**src/rtl/iob_cdc_handshake_tx_if.sv**
```systemverilog
// ----------------------------------------------------------------------------
// iob_cdc_handshake_tx_if
//  Signal bundle for the source side of a two-phase (toggle) req/ack CDC
//  handshake.
//  Modports:
//   master - the transmitter block: takes data_i/valid_i/cdc_ack_i and drives
//            ready_o/busy_o/cdc_data_o/cdc_req_o (and timeout_o).
//   slave  - the environment: the local producer plus the remote end.
//  Signals:
//   data_i      DATA_W  word to send
//   valid_i     1       data_i valid
//   ready_o     1       block can accept
//   busy_o      1       transfer in flight
//   cdc_data_o  DATA_W  held word, stable while busy_o=1
//   cdc_req_o   1       request toggle
//   cdc_ack_i   1       ack toggle from the remote domain (asynchronous)
//   timeout_o   1       sticky timeout flag; present only when
//                       IOB_CDC_HANDSHAKE_TX_TIMEOUT_EN is defined
// ----------------------------------------------------------------------------
interface iob_cdc_handshake_tx_if #(
    parameter int DATA_W = 32
);
    logic [DATA_W-1:0] data_i;
    logic              valid_i;
    logic              ready_o;
    logic              busy_o;
    logic [DATA_W-1:0] cdc_data_o;
    logic              cdc_req_o;
    logic              cdc_ack_i;
`ifdef IOB_CDC_HANDSHAKE_TX_TIMEOUT_EN
    logic              timeout_o;

    modport master (
        input  data_i, valid_i, cdc_ack_i,
        output ready_o, busy_o, cdc_data_o, cdc_req_o, timeout_o
    );
    modport slave (
        output data_i, valid_i, cdc_ack_i,
        input  ready_o, busy_o, cdc_data_o, cdc_req_o, timeout_o
    );
`else
    modport master (
        input  data_i, valid_i, cdc_ack_i,
        output ready_o, busy_o, cdc_data_o, cdc_req_o
    );
    modport slave (
        output data_i, valid_i, cdc_ack_i,
        input  ready_o, busy_o, cdc_data_o, cdc_req_o
    );
`endif
endinterface

```
**src/rtl/iob_cdc_handshake_tx.sv**
```systemverilog
// ----------------------------------------------------------------------------
// iob_cdc_handshake_tx
//  Source-side end of a two-phase (toggle) req/ack clock-domain crossing.
//  A word accepted on the valid/ready port is held on cdc_data_o while
//  cdc_req_o toggles; the block then waits until the synchronised ack toggle
//  matches the request before accepting the next word. One word in flight.
//
//  Ports:
//   clk_i   in  clock
//   rst_i   in  synchronous active-high reset
//   bus     iob_cdc_handshake_tx_if.master (data_i, valid_i, ready_o, busy_o,
//           cdc_data_o, cdc_req_o, cdc_ack_i, optional timeout_o)
//
//  Parameters:
//   DATA_W       width of the transferred word
//   RST_VAL      reset value of cdc_data_o
//   SYNC_STAGES  ack synchroniser depth, 2..4 (values outside are clamped)
//   TIMEOUT_W    timeout counter width (used only with the timeout feature)
//
//  Build option:
//   IOB_CDC_HANDSHAKE_TX_TIMEOUT_EN - adds a wait counter and a sticky
//   timeout_o flag that rises once the counter reaches all-ones in WAIT_ACK.
//   The FSM never aborts on timeout: dropping a transfer would leave req and
//   ack with mismatched toggle parity.
// ----------------------------------------------------------------------------
module iob_cdc_handshake_tx #(
    parameter int                 DATA_W      = 32,
    parameter logic [DATA_W-1:0]  RST_VAL     = '0,
    parameter int                 SYNC_STAGES = 2,
    parameter int                 TIMEOUT_W   = 16
) (
    input  logic                          clk_i,
    input  logic                          rst_i,
    iob_cdc_handshake_tx_if.master        bus
);

    // Keep the synchroniser within its legal depth.
    localparam int SYNC_N = (SYNC_STAGES < 2) ? 2 :
                            ((SYNC_STAGES > 4) ? 4 : SYNC_STAGES);

    typedef enum logic {
        IDLE     = 1'b0,
        WAIT_ACK = 1'b1
    } state_t;

    state_t            state_reg, state_next;
    logic              ready_reg, ready_next;
    logic              busy_reg,  busy_next;
    logic              req_reg,   req_next;
    logic [DATA_W-1:0] data_reg,  data_next;
    logic [SYNC_N-1:0] ack_sync_reg;
    logic              ack_sync;
    logic              accept;

    assign ack_sync = ack_sync_reg[SYNC_N-1];
    // ready_reg is only ever high in IDLE, so this alone qualifies acceptance.
    assign accept   = bus.valid_i && ready_reg;

    // Ack synchroniser: cdc_ack_i is asynchronous to clk_i.
    always_ff @(posedge clk_i) begin
        if (rst_i) begin
            ack_sync_reg <= '0;
        end else begin
            ack_sync_reg <= {ack_sync_reg[SYNC_N-2:0], bus.cdc_ack_i};
        end
    end

    always_ff @(posedge clk_i) begin
        if (rst_i) begin
            state_reg <= IDLE;
            ready_reg <= 1'b0;
            busy_reg  <= 1'b0;
            req_reg   <= 1'b0;
            data_reg  <= RST_VAL;
        end else begin
            state_reg <= state_next;
            ready_reg <= ready_next;
            busy_reg  <= busy_next;
            req_reg   <= req_next;
            data_reg  <= data_next;
        end
    end

    always_comb begin
        state_next = state_reg;
        ready_next = ready_reg;
        busy_next  = busy_reg;
        req_next   = req_reg;
        data_next  = data_reg;
        case (state_reg)
            IDLE: begin
                // Ack activity in IDLE is ignored; parity is re-checked
                // after the next request toggle.
                ready_next = 1'b1;
                busy_next  = 1'b0;
                if (accept) begin
                    state_next = WAIT_ACK;
                    data_next  = bus.data_i;
                    req_next   = ~req_reg;
                    ready_next = 1'b0;
                    busy_next  = 1'b1;
                end
            end
            WAIT_ACK: begin
                // Data and req are frozen here; only completion is detected.
                if (ack_sync == req_reg) begin
                    state_next = IDLE;
                    ready_next = 1'b1;
                    busy_next  = 1'b0;
                end
            end
            default: begin
                state_next = IDLE;
            end
        endcase
    end

    assign bus.ready_o    = ready_reg;
    assign bus.busy_o     = busy_reg;
    assign bus.cdc_req_o  = req_reg;
    assign bus.cdc_data_o = data_reg;

`ifdef IOB_CDC_HANDSHAKE_TX_TIMEOUT_EN
    logic [TIMEOUT_W-1:0] to_cnt_reg, to_cnt_next, to_cnt_inc;
    logic                 timeout_reg, timeout_next;

    assign to_cnt_inc = to_cnt_reg + 1'b1;

    always_ff @(posedge clk_i) begin
        if (rst_i) begin
            to_cnt_reg  <= '0;
            timeout_reg <= 1'b0;
        end else begin
            to_cnt_reg  <= to_cnt_next;
            timeout_reg <= timeout_next;
        end
    end

    // Counter saturates at all-ones so the flag is raised exactly once per
    // stalled transfer; the flag itself is sticky until reset.
    always_comb begin
        to_cnt_next  = to_cnt_reg;
        timeout_next = timeout_reg;
        if (accept) begin
            to_cnt_next = '0;
        end else if (state_reg == WAIT_ACK && to_cnt_reg != {TIMEOUT_W{1'b1}}) begin
            to_cnt_next = to_cnt_inc;
            if (to_cnt_inc == {TIMEOUT_W{1'b1}}) begin
                timeout_next = 1'b1;
            end
        end
    end

    assign bus.timeout_o = timeout_reg;
`else
    // TIMEOUT_W only sizes the timeout counter, which is not built here.
    logic unused_timeout_w;
    assign unused_timeout_w = (TIMEOUT_W != 0);
`endif

endmodule

```
**src/flat_wrapper.sv**
```systemverilog
// flat-port wrapper written by rule: the top's interface ports become plain ports
module iob_cdc_handshake_tx_flat 
#(
    parameter int                 DATA_W      = 32,
    parameter logic [DATA_W-1:0]  RST_VAL     = '0,
    parameter int                 SYNC_STAGES = 2,
    parameter int                 TIMEOUT_W   = 16
)
  (clk_i, rst_i, bus_data_i, bus_valid_i, bus_cdc_ack_i, bus_ready_o, bus_busy_o, bus_cdc_data_o, bus_cdc_req_o);
  iob_cdc_handshake_tx_if #(.DATA_W(DATA_W)) bus_i ();
  input  logic clk_i;
  input  logic rst_i;
  input wire logic [$bits(bus_i.data_i)-1:0] bus_data_i;
  input wire logic [$bits(bus_i.valid_i)-1:0] bus_valid_i;
  input wire logic [$bits(bus_i.cdc_ack_i)-1:0] bus_cdc_ack_i;
  output wire logic [$bits(bus_i.ready_o)-1:0] bus_ready_o;
  output wire logic [$bits(bus_i.busy_o)-1:0] bus_busy_o;
  output wire logic [$bits(bus_i.cdc_data_o)-1:0] bus_cdc_data_o;
  output wire logic [$bits(bus_i.cdc_req_o)-1:0] bus_cdc_req_o;
  assign bus_i.data_i = bus_data_i;
  assign bus_i.valid_i = bus_valid_i;
  assign bus_i.cdc_ack_i = bus_cdc_ack_i;
  assign bus_ready_o = bus_i.ready_o;
  assign bus_busy_o = bus_i.busy_o;
  assign bus_cdc_data_o = bus_i.cdc_data_o;
  assign bus_cdc_req_o = bus_i.cdc_req_o;
  iob_cdc_handshake_tx #(.DATA_W(DATA_W), .RST_VAL(RST_VAL), .SYNC_STAGES(SYNC_STAGES), .TIMEOUT_W(TIMEOUT_W)) u_core (.clk_i(clk_i), .rst_i(rst_i), .bus(bus_i));
endmodule
```
**config.mk**
```make
export PLATFORM = sky130hd
export DESIGN_NAME = iob_cdc_handshake_tx_flat
export DESIGN_NICKNAME = d
export VERILOG_FILES = /design/src/rtl/iob_cdc_handshake_tx_if.sv /design/src/rtl/iob_cdc_handshake_tx.sv /design/src/flat_wrapper.sv
export SDC_FILE = /design/constraint.sdc
export NUM_CORES = 1
export LEC_CHECK = 0
export ABC_CLOCK_PERIOD_IN_PS = 2200
export CAP_MARGIN = 5
export CELL_PAD_IN_SITES_DETAIL_PLACEMENT = 0
export CELL_PAD_IN_SITES_GLOBAL_PLACEMENT = 1
export CORE_ASPECT_RATIO = 2
export CORE_MARGIN = 2
export CORE_UTILIZATION = 34
export CTS_CLUSTER_SIZE = 24
export DETAILED_ROUTE_END_ITERATION = 16
export PLACE_DENSITY = 0.9
export SETUP_SLACK_MARGIN = 0.3
export SYNTH_ARGS = -nofsm -noshare
export SYNTH_HDL_FRONTEND = slang
export SYNTH_SLANG_ARGS = --single-unit
```
**constraint.sdc**
```tcl
create_clock -name clk_i -period 2.2 [get_ports clk_i]
set_input_delay 0.44 -clock clk_i [delete_from_list [all_inputs] [get_ports clk_i]]
set_output_delay 0.44 -clock clk_i [all_outputs]
set_load 0.1 [all_outputs]
```
==> results of run 1 <==
[layout make-up]
| class | instances | area [sq um] |
|---|---|---|
| timing repair buffer | 72 | 623 |
| clock buffer | 7 | 86.3 |
| inverter | 1 | 3.75 |
| fill | 473 | 2440 |
| multi-input combinational | 110 | 826 |
| tap | 57 | 71.3 |
| clock inverter | 1 | 5.00 |
| sequential | 38 | 761 |
[stage by stage]
| step | hold slack, ns | cells |
|---|---|---|
| 2_1_floorplan | 0.414 | 161 |
| 3_3_place_gp | 0.428 | 278 |
| 3_5_place_dp | 0.442 | 278 |
| 4_1_cts | 0.455 | 286 |
| 5_1_grt | 0.474 | 286 |
| 6_report | 0.452 | 286 |
[cell families (layout without fill, tap and decap cells)]
kind of cell              Yosys count  after routing  synth area share
and+or+nand+nor                    72             72             0.268
DFF                                38             38             0.450
xor gates and xnor gates            2              2            0.0104
AOI/OAI and AO/OA                   3              3            0.0126
muxes                              33             33             0.196
buffers and inverters              13             81            0.0629
[path summary, 6_finish.rpt]
| path | start | to |
|---|---|---|
| max | u_core.bus.cdc_req_o | bus_cdc_req_o |
| min | u_core.ack_sync_reg[0] | u_core.ack_sync_reg[1] |
| max reg2reg | u_core.state_reg | u_core.bus.ready_o |
| min reg2reg | u_core.ack_sync_reg[0] | u_core.ack_sync_reg[1] |
[per-layer routing]
layer,vias to the layer above,global-route usage
met5,-,0
met4,0,0.0659
met3,6,0.0317
met2,39,0.235
met1,571,0.145
li1,648,-
[power groups by stage]
stage	Clock [W]	Sequential, W	Combinational [W]
3_5_place_dp	0	0.000765	0.000487
2_1_floorplan	0	0.00101	0.000121
5_1_grt	0.000537	0.000754	0.000504
3_3_place_gp	0	0.000765	0.000483
4_1_cts	0.000509	0.000750	0.000487
6_report	0.000486	0.000749	0.000482
[cell usage in the layout, fill, tap and decap left out, drive strengths merged, types with 3 or more instances in the layout]
master / count
clkdlybuf4s50: 34
mux2i: 32
nand2b: 64
clkbuf: 7
nor2b: 3
dfxtp: 38
buf: 38
==> results by group, run 1 <==
Outcome
  • Status: finished clean

Worst setup path
  • CP Max Fanout: 5
  • Worst R2R Setup Slack: 0.99 ns
  • CP bufs+invs: 1
  • Largest stage delay, worst path: 0.43 ns
  • Worst path depth: 1
  • CP top delay family: flip-flops
  • Crit path cell chain: buf_4
  • Register-to-Register Path Depth: 3
  • Crit path DAT: 1.05 ns
  • Startpoint Class: register
  • Worst endpoint required time: between 1.5 and 2 ns
  • Worst Path Class, Setup: register to output pin
  • Slowest cell on crit path: dfxtp_1
  • CP Capture Type: output pin

CTS
  • Clock root buffer: clkbuf_8
  • Post-CTS Setup Inserts: 0
  • CTS buffer count: 5
  • Clk sinks: 38
  • Worst-path clk slew: approximately 0.070 ns
  • Worst-Skew Late Latency: 0.28 ns
  • Cts hold-fix bufs: 0
  • CTS resizes: 0
  • Max H-tree Level: 2
  • Bufs on Longest Clock Path: 2
  • CTS tree: done

Route
  • Top layer reached by signal wires: met4
  • Met2 WL post-DR: 1880 um
  • Metal-1 WL: 1330 um
  • # DRC: 0
  • Drt pass-1 iters: 4
  • Met3 wire len: 194 um
  • Via count: between 1000 and 1500
  • DR WL/cell: 12.2 um
  • DR vias/cell: 4.42
  • Routed WL: roughly 3500 um
  • Starting DRT DRC Count: 15
  • Routed Antenna Nets: 0

Logic synthesis
  • Synth Warn #: 0
  • Synth area leaders: dfxtp_1 45%, nand2b_1 24%, mux2i_1 19%
  • Ys flop type: dfxtp_1
  • Yosys reg bits: 38
  • Mapped Cells: roughly 160
  • Count leader, synth: nand2b_1
  • Mapped cell area: around 1700 sq um
  • Seq/Total Area, Yosys: 0.450
  • Synth top area share: 0.450
  • EDFF count, synth: 0
  • Post-synth top area cell: dfxtp_1
  • Top cells by count, synth: 64 x nand2b_1, 38 x dfxtp_1, 32 x mux2i_1
  • Avg Inst Size Synth: 10.5 sq um
  • Post-synth ARST share: 0
  • Syn nets: 197
  • Synth unique cells: 20

Final layout
  • # diodes: 0
  • Fin nets: 264
  • Final core utilization: 0.493
  • Final instance area: 2380 sq um
  • Area growth syn-to-layout: 40.5%
  • Largest register FFs: 32
  • Fraction of layout cells with a size suffix above 1: 0.205

Timing
  • Period minus WS final: 1.49 ns
  • RSZ-0062 raised after global routing: false
  • Worst Max-Slew Pin Slew: 0.875 ns
  • Final Skew: between 0.002 and 0.0025 ns
  • Final hold violations: 0
  • Slew Viols, Final: 0
  • F_max: 672 MHz
  • Setup violators final: 0
  • Worst Slack Setup Final: 0.711 ns
  • Tcrit/Tclk final: 0.677
  • Max-slew headroom: 0.416
  • Total negative slack: 0 ns

Place
  • Hpwl dp: 2490 um
  • Port bufs: 70
  • Pre-CTS setup slack: 0.457 ns
  • Cell Area, Placed: 2280 sq um
  • Routability cong.: 0.713

Pwr
  • Internal power: 0.00114 W
  • Net Switching: 0.000583 W
  • Power Total: roughly 0.0017 W
  • Sequential power share: 0.436
  • Comb pwr share: 0.281
  • Power Density: 723 nW/um^2
  • Max VDD drop: 0.000391 V
  • Leakage power: roughly 0.96 nW
  • Clk pwr share: 0.283
  • Switching share of power: 0.339

Floorplan
  • Core Area: 4820 sq um
  • Row cnt: 36
  • Initial Util: 0.351
  • Die area: 5590 sq um
  • Ports: 71
  • Die width: roughly 54 um
  • Die H: 104 um

Min path
  • Worst hold path class: register to register
  • Hold depth: 1

GRT
  • Initial antenna violation count: 0
  • GRT overflow: 0
  • Largest net degree at the start of global routing: 73
  • Vias in the first global route: 1277
  • GR Util All Layers: 0.136
  • First-pass GRT wire length: 5710 um

Run
  • Max Cap Viol: 0
Note: power is estimated with default switching activity, not from simulation.
==> run 2: changes to the inputs <==
--- a/config.mk
+++ b/config.mk
@@ -5,16 +5,16 @@
 export SDC_FILE = /design/constraint.sdc
 export NUM_CORES = 1
 export LEC_CHECK = 0
-export ABC_CLOCK_PERIOD_IN_PS = 2200
+export ABC_CLOCK_PERIOD_IN_PS = 1500
 export CAP_MARGIN = 5
 export CELL_PAD_IN_SITES_DETAIL_PLACEMENT = 0
 export CELL_PAD_IN_SITES_GLOBAL_PLACEMENT = 1
 export CORE_ASPECT_RATIO = 2
 export CORE_MARGIN = 2
-export CORE_UTILIZATION = 34
+export CORE_UTILIZATION = 31
 export CTS_CLUSTER_SIZE = 24
 export DETAILED_ROUTE_END_ITERATION = 16
-export PLACE_DENSITY = 0.9
+export PLACE_DENSITY = 0.83
 export SETUP_SLACK_MARGIN = 0.3
 export SYNTH_ARGS = -nofsm -noshare
 export SYNTH_HDL_FRONTEND = slang
==> constraint.sdc (replaced) <==
create_clock -name clk_i -period 1.5 [get_ports clk_i]
set_input_delay 0.3 -clock clk_i [delete_from_list [all_inputs] [get_ports clk_i]]
set_output_delay 0.3 -clock clk_i [all_outputs]
set_load 0.1 [all_outputs]
==> results by group, run 2 (synthesis gave the netlist of run 1 again) <==
Outcome
  • Status: finished clean

CTS
  • Bufs on Longest Clock Path: 2
  • CTS buffer count: 5
  • Cts hold-fix bufs: 0
  • Worst-path clk slew: 0.08 ns
  • Clk sinks: 38
  • CTS tree: done
  • Clock root buffer: clkbuf_8
  • Max H-tree Level: 2
  • Worst-Skew Late Latency: 0.28 ns

Worst setup path
  • Reg-to-reg critical path startpoint: u_core.state_reg
  • Worst Path Class, Setup: register to register
  • Startpoint Class: register
  • Register-to-Register Path Depth: 4
  • CP top delay family: flip-flops
  • Slowest cell on crit path: dfxtp_4
  • Largest stage delay, worst path: 0.35 ns
  • Worst R2R Setup Slack: 0.27 ns
  • Worst endpoint required time: around 1.7 ns
  • CP bufs+invs: 2
  • CP Max Fanout: 8
  • Crit path DAT: 1.43 ns
  • CP Capture Type: register
  • Worst r2r dst: u_core.bus.cdc_data_o[5]
  • Crit path cell chain: and3b_2 -> buf_6 -> buf_12 -> mux2i_1

Timing
  • Slew Viols, Final: 0
  • Tcrit/Tclk final: 0.819
  • F_max: 814 MHz
  • Final hold violations: 0
  • Max-slew headroom: 0.856
  • Final Skew: 0.00718 ns
  • RSZ-0062 raised after global routing: true
  • Setup violators final: 0
  • Hold slack: approximately 0.44 ns
  • Worst Max-Slew Pin Slew: 0.214 ns
  • Period minus WS final: ~1.2 ns

Place
  • Routability cong.: 0.729
  • Hpwl dp: 2700 um
  • Port bufs: 70

Min path
  • Hold depth: 3
  • Worst hold path class: primary input to register
  • Hold Crit Endpoint: u_core.bus.busy_o
  • Hold_sp: rst_i

Route
  • DR vias/cell: 4.37
  • Drt pass-1 iters: 3
  • # DRC: 0
  • Via count: 1316
  • Routed Antenna Nets: 0
  • DR WL/cell: 12.3 um
  • Routed WL: roughly 3700 um
  • Starting DRT DRC Count: 12

Final layout
  • Fraction of layout cells with a size suffix above 1: 0.398
  • Filler cells: 452
  • # diodes: 0
  • Most frequent cells in the layout: 64 x nand2b_1, 38 x buf_12, 33 x clkdlybuf4s50_1, 33 x dfxtp_2, 32 x mux2i_1
  • Commonest non-fill, non-tap cell in the layout: nand2b_1
  • Fin nets: 276
  • Register area: 813 sq um
  • Area growth syn-to-layout: 80.8%
  • Largest register FFs: 32
  • Multi-input gate area: about 830 sq um

GRT
  • First-pass GRT wire length: around 6500 um
  • Initial antenna violation count: 0
  • GR Util All Layers: 0.131
  • Vias in the first global route: ~1400
  • Largest net degree at the start of global routing: 35
  • GRT overflow: 0

Floorplan
  • Core Area: approximately 5300 sq um
  • Row cnt: 38
  • Die H: 108 um
  • Die area: 6100 sq um
  • Ports: 71
  • Initial Util: 0.318
  • Die width: 56.2 um

Pwr
  • Power Density: 938 nW/um^2
  • Power Total: around 0.0029 W
  • Leakage power: 1.19 nW
  • Max VDD drop: a little over 0.0007 V

Run
  • Max Cap Viol: 0
[run 2: cell count changes in the layout (fill, tap and decap cells not counted), sizes merged]
cell	delta
dlymetal6s2s	+1
clkinv	+1
bufinv	+1
clkbuf	-2
buf	+11
dlygate4sd2	+1
clkdlybuf4s50	-1
[run 2: layout make-up]
type,instances,share of cell area
Inverter,1,0.00123
Sequential cell,38,0.266
Clock inverter,3,0.0131
Timing Repair Buffer,84,0.400
Multi-Input combinational cell,110,0.273
Tap cell,60,0.0245
Clock buffer,5,0.0225
[run 2: tightest hold or removal path: stages]
cell            delay [ns]
dlymetal6s2s_1        0.15
or4bb_1               0.17
o31ai_2               0.07
[run 2: repair_timing]
action,CTS,global route
endpoints found under the setup margin,27,28
buffers inserted,3,2
pin swaps,1,1
hold endpoints to repair,0,0
cloned,1,0
resized for setup,5,4
[run 2: routing by layer]
metal | vias to the layer above | global-route usage | wire, um
met5 | - | 0 | 0
met4 | 0 | 0.0357 | 31
met3 | 4 | 0.0490 | 356
met2 | 65 | 0.204 | 1640
met1 | 575 | 0.170 | 1660
li1 | 672 | - | -
[run 2: where the power goes]
group / total, W / internal (W) / leakage (nW) / switching, W
logic: 0.000893 / 0.000401 / 0.803 / 0.000492
clock network: 0.000842 / 0.000489 / 0.0579 / 0.000353
registers: 0.00113 / 0.00107 / 0.327 / 0.0000610
total: 0.00287 / 0.00196 / 1.19 / 0.000906
[run 2: stage by stage]
step / utilization / instance area [sq um] / cells / setup TNS (ns) / setup WS [ns]
4_1_cts: 0.569 / 3030 / 299 / 0 / 0.300
5_1_grt: 0.574 / 3060 / 301 / 0 / 0.215
2_1_floorplan: - / 1740 / 161 / 0 / 0.193
3_5_place_dp: 0.535 / 2850 / 287 / -0.598 / -0.0487
6_report: 0.574 / 3060 / 301 / 0 / 0.271
3_3_place_gp: 0.535 / 2850 / 287 / -0.00670 / -0.00670
[run 2: worst max path at each step]
stage                              start  slack, ns                         to  cells past startpoint
floorplan             u_core.bus.ready_o       0.19       u_core.bus.cdc_req_o                      3
detailed placement           bus_valid_i      -0.05   u_core.bus.cdc_data_o[5]                      4
CTS                 u_core.bus.cdc_req_o       0.30              bus_cdc_req_o                      1
global placement             bus_valid_i     -0.007  u_core.bus.cdc_data_o[25]                      4
global route            u_core.state_reg       0.21  u_core.bus.cdc_data_o[27]                      4
finish                  u_core.state_reg       0.27   u_core.bus.cdc_data_o[5]                      4
